### src/rtl/mem_line_fill.sv
// mem_line_fill: sits between a cache and a narrow memory bus.
// A line read is broken into BEATS bus beats that are assembled into one line.
// A word write goes out as a single bus request. Every completed request is
// reported back to the cache with a one-cycle mem_data_valid pulse.
module mem_line_fill #(
    parameter int BLOCKSZ     = 512,
    parameter int WIDTH       = 64,
    parameter int ADDRESSSIZE = 64,
    parameter int BEATS       = 8
) (
    input  logic                   clk,
    input  logic                   rst,
    input  logic                   mem_req,
    input  logic [ADDRESSSIZE-1:0] mem_address,
    input  logic                   mem_wr_en,
    input  logic [WIDTH-1:0]       mem_data_out,
    output logic [BLOCKSZ-1:0]     mem_data_in,
    output logic                   mem_data_valid,
    output logic                   busy,
    output logic                   bus_req,
    output logic [ADDRESSSIZE-1:0] bus_reqaddr,
    output logic                   bus_reqwrite,
    output logic [WIDTH-1:0]       bus_reqdata,
    input  logic                   bus_reqack,
    input  logic [WIDTH-1:0]       bus_resp,
    input  logic                   bus_respcyc,
    output logic                   bus_respack
);

    localparam int CNTW     = (BEATS > 1) ? $clog2(BEATS) : 1;
    localparam int LINE_OFF = $clog2(BLOCKSZ / 8);
    localparam int WORD_OFF = $clog2(WIDTH / 8);

    // Masks that clear the byte offset within a line (reads) or within a word (writes).
    localparam logic [ADDRESSSIZE-1:0] LINE_MASK = {{(ADDRESSSIZE - LINE_OFF){1'b1}}, {LINE_OFF{1'b0}}};
    localparam logic [ADDRESSSIZE-1:0] WORD_MASK = {{(ADDRESSSIZE - WORD_OFF){1'b1}}, {WORD_OFF{1'b0}}};
    localparam logic [CNTW-1:0]        LAST_BEAT = CNTW'(BEATS - 1);

    localparam logic [2:0] IDLE    = 3'd0;
    localparam logic [2:0] RD_REQ  = 3'd1;
    localparam logic [2:0] RD_DATA = 3'd2;
    localparam logic [2:0] WR_REQ  = 3'd3;
    localparam logic [2:0] DONE    = 3'd4;

    logic [2:0]             state;
    logic [CNTW-1:0]        beat_cnt;
    logic [ADDRESSSIZE-1:0] addr_q;
    logic [WIDTH-1:0]       data_q;
    logic [BLOCKSZ-1:0]     line_q;

    // Control FSM; new requests are only looked at in IDLE, so nothing is queued while busy.
    always_ff @(posedge clk or posedge rst) begin
        if (rst) begin
            state <= IDLE;
        end else begin
            case (state)
                IDLE:    if (mem_req) state <= mem_wr_en ? WR_REQ : RD_REQ;
                RD_REQ:  if (bus_reqack) state <= RD_DATA;
                RD_DATA: if (bus_respcyc && beat_cnt == LAST_BEAT) state <= DONE;
                WR_REQ:  if (bus_reqack) state <= DONE;
                DONE:    state <= IDLE;
                default: state <= IDLE;
            endcase
        end
    end

    // Request capture: address is aligned at accept time so the bus only ever sees aligned addresses.
    always_ff @(posedge clk or posedge rst) begin
        if (rst) begin
            addr_q <= '0;
            data_q <= '0;
        end else if (state == IDLE && mem_req) begin
            if (mem_wr_en) begin
                addr_q <= mem_address & WORD_MASK;
                data_q <= mem_data_out;
            end else begin
                addr_q <= mem_address & LINE_MASK;
            end
        end
    end

    // Beat counter: cleared when the read request is accepted, advances on each accepted beat.
    always_ff @(posedge clk or posedge rst) begin
        if (rst) begin
            beat_cnt <= '0;
        end else if (state == RD_REQ && bus_reqack) begin
            beat_cnt <= '0;
        end else if (state == RD_DATA && bus_respcyc) begin
            beat_cnt <= beat_cnt + 1'b1;
        end
    end

    // Line assembly: the returned line changes only when a read beat lands, so writes leave it intact.
    always_ff @(posedge clk or posedge rst) begin
        if (rst) begin
            line_q <= '0;
        end else if (state == RD_DATA && bus_respcyc) begin
            line_q[beat_cnt*WIDTH +: WIDTH] <= bus_resp;
        end
    end

    assign mem_data_in    = line_q;
    assign mem_data_valid = (state == DONE);
    assign busy           = (state != IDLE);
    assign bus_req        = (state == RD_REQ) || (state == WR_REQ);
    assign bus_reqwrite   = (state == WR_REQ);
    assign bus_reqaddr    = addr_q;
    assign bus_reqdata    = data_q;
    assign bus_respack    = (state == RD_DATA) && bus_respcyc;

endmodule

### config.mk
export PLATFORM = sky130hd
export DESIGN_NAME = mem_line_fill
export DESIGN_NICKNAME = d
export VERILOG_FILES = /design/src/rtl/mem_line_fill.sv
export SDC_FILE = /design/constraint.sdc
export NUM_CORES = 1
export LEC_CHECK = 0
export CELL_PAD_IN_SITES_DETAIL_PLACEMENT = 1
export CELL_PAD_IN_SITES_GLOBAL_PLACEMENT = 2
export CORE_AREA = 2 2 326 328
export CTS_CLUSTER_SIZE = 16
export DETAILED_ROUTE_END_ITERATION = 7
export DIE_AREA = 0 0 328 330
export HOLD_SLACK_MARGIN = 0.12
export PLACE_DENSITY_LB_ADDON = 0.1
export SETUP_SLACK_MARGIN = 0.2
export SYNTH_ARGS = -nofsm -noshare
export SYNTH_HDL_FRONTEND = slang
export SYNTH_SLANG_ARGS = --single-unit
### constraint.sdc
create_clock -name clk -period 29.5 [get_ports clk]
set_clock_uncertainty 0.15 [all_clocks]
set_input_delay 5.9 -clock clk [delete_from_list [all_inputs] [get_ports clk]]
set_output_delay 5.9 -clock clk [all_outputs]
set_load 0.005 [all_outputs]
==> qor.yml <==
synth_area_sq_mm: 0.0255
area_delta_synth_final_pct: 49.6
r2r_setup_slack_ps: 25100
vias: 17000
cts_root_buf: "clkbuf_16"
place_inst: 3810
wl_per_cell_um: 26.3
final_core_util_pct: 36.4
syn_avg_cell_area_sq_um: 15.4
cts_hold_buf: 0
finalSetupViolCount: 0
grt_max_degree: 170
postPlaceCellArea_sq_mm: 0.0353
fillers: 10800
arrival_ps: 8010
dr.first_iter.drc_count: 525
critPathCaptureType: "primary output"
final_area_sq_mm: 0.0381
ys_warn_count: 0
p_switching_mw: 1.15
fmax_mhz: 71.1
cts_max_level: 3
seqPwrFrac_pct: 36.1
worst_slack_ps: 15440
pin_count: 843
pwr-share-clk_pct: 26.8
finalCritPeriodShare_pct: 47.6
worst_pin_slew_ps: 1170
cp-start-kind: "primary input"
drt_wl_total_um: 104000
hold_viol: 0
dr.pass1.iters: 4
peakVddDrop_uv: 61.7
antenna_left: 0
powerDensity_mw_per_mm2: 101
slew_headroom_pct: 21.9
portBuffers: 836
grt_usage_pct: 19.0
initial_core_util_pct: 24.3
outcome: "completed"
grt_pass1_wl_um: 148000
maxCapViolCount: 0
fin_nets: 2705
cts.sink_count: 643
leakage_nw: 17.1
antenna_found_initial: 9
power_frac_comb_pct: 37.1
synth-seq-cells: 643
drc: 0
final_max_slew_viol_count: 0
dpl_worst_slack_ps: 15420
fp.dieW_um: 328
layout.cells.non_filler: 3959
seq_area_sq_mm: 0.0161
die-area_sq_mm: 0.108
sw_frac_of_total_pct: 30.0
cts_resized: 0
synth_cell_types: 39
rows: 119
yosysSeqAreaShare_pct: 63.2
hpwl_um: 74600
hold_ws_ps: 353
p_int_mw: 2.69
post_cts_buffers: 0
rsz0062_at_grt: "false"
critPathRequiredTime_ps: 23450
crit_type: "primary input to primary output"
grt_overflow_total: 0
path_clk_slew_ps: 50
synthCells: 1648
grt_pass1_vias: 19200
hold_class: "flop to flop"
routed_via_density: 4.30
p_total_mw: 3.85
critPathMaxFanout: 9
fin_crit_ps: 14060
place.gp.congestion: 0.782
drive_gt1_share_pct: 28.8
fin_setup_tns_ps: 0
core-area_sq_mm: 0.105
cts_made_buffers: 81
cts_max_path_buffers: 3
clkLatencyLatePin_ps: 650
multi_input_area_sq_mm: 0.00867
die_y_um: 330
cts_tree: "done"
[cells in the mapped netlist]
library cell / n / share of area (%)
nand4bb_1: 1 / 0.044
or3b_1: 1 / 0.034
a21oi_1: 5 / 0.098
nor4b_2: 1 / 0.059
mux2i_1: 56 / 2.2
clkinv_1: 1 / 0.015
a311o_1: 1 / 0.039
nor4b_1: 1 / 0.034
buf_4: 4 / 0.12
nand4_2: 1 / 0.049
and2_1: 85 / 2.1
and4bb_2: 1 / 0.049
xor2_1: 1 / 0.034
o311a_1: 1 / 0.039
mux2_4: 60 / 3.5
nand3_1: 4 / 0.079
nor3b_1: 4 / 0.12
conb_1: 1 / 0.015
and3_1: 20 / 0.49
nand3_2: 1 / 0.039
or3_1: 2 / 0.049
nand3b_1: 1 / 0.029
buf_6: 20 / 0.88
and3b_1: 1 / 0.034
ha_1: 5 / 0.25
buf_2: 40 / 0.79
nor3_1: 2 / 0.039
nor2_1: 2 / 0.029
nor2b_1: 2 / 0.049
a21o_1: 1 / 0.029
nand2_1: 66 / 0.97
mux2_1: 1 / 0.044
nor4_4: 2 / 0.17
o21ai_0: 4 / 0.079
clkbuf_1: 23 / 0.34
buf_1: 2 / 0.029
dfrtp_1: 643 / 63
inv_1: 64 / 0.94
mux2_2: 517 / 23
[path summary, 6_finish.rpt]
kind                                             start                      endpoint  depth (start not counted)
min reg2reg                mem_data_in[30]$_DFFE_PP0P_   mem_data_in[30]$_DFFE_PP0P_                          1
max in group asynchronous                          rst  mem_data_in[178]$_DFFE_PP0P_                          4
max                                        bus_respcyc                   bus_respack                          4
max reg2reg                    beat_cnt[0]$_DFFE_PP0P_  mem_data_in[300]$_DFFE_PP0P_                          8
min in group asynchronous                          rst  mem_data_in[216]$_DFFE_PP0P_                          2
min                        mem_data_in[30]$_DFFE_PP0P_   mem_data_in[30]$_DFFE_PP0P_                          1
[per-layer routing]
layer  wire, um  track usage (%)
met5         53                0
met4       3240             5.95
met3       7700             6.75
met2      53900             33.7
met1      39200             21.0
[state kept, by name, summed over array words and instances, names as in the netlist]
signal,count
beat_cnt,3
mem_data_in,512
state,3
bus_reqdata,64
bus_reqaddr,61
[kinds of logic (layout without fill, tap and decap cells)]
group,after synthesis,after routing,share of synthesized area (%)
flops,643,643,63.2
simple gates,198,198,4.46
compound gates,12,12,0.285
fa+ha+maj,5,5,0.246
other cells,1,5,0.0147
mux,634,634,28.7
buf+inv,154,1070,3.12
xor+xnor,1,1,0.0344
[cell usage in the layout (no fill, tap or decap), types with 21 or more instances in the layout]
| master | synthesis | final |
|---|---|---|
| mux2i_1 | 56 | 56 |
| nand2_1 | 66 | 65 |
| clkbuf_16 | 0 | 85 |
| clkbuf_8 | 0 | 25 |
| and2_1 | 85 | 85 |
| inv_1 | 64 | 63 |
| clkbuf_1 | 23 | 21 |
| mux2_4 | 60 | 60 |
| mux2_2 | 517 | 517 |
| dfrtp_1 | 643 | 643 |
| clkdlybuf4s50_1 | 0 | 836 |
[critical path, cell delays in order]
cell	delay, ps
clkdlybuf4s50_1	510
nand4bb_1	500
clkinv_1	440
clkdlybuf4s50_1	660
[area by class of cell]
class	instances	area share, %
flip-flops and latches	643	42.3
multi-input cells	853	22.8
repair buffers	858	22.5
clock buffers	131	6.70
well taps	1391	4.57
inverters	65	0.660
clock inverters	16	0.568
diodes	2	0.0131
[power groups by stage]
stage / combinational, mW / clock [mW] / sequential [mW]
floorplan: 0.464 / 0 / 1.40
CTS: 1.47 / 1.07 / 1.39
global placement: 1.45 / 0 / 1.38
detailed placement: 1.46 / 0 / 1.40
global route: 1.53 / 1.10 / 1.44
finish: 1.43 / 1.03 / 1.39
No activity file was read; power rests on OpenSTA's default activity.
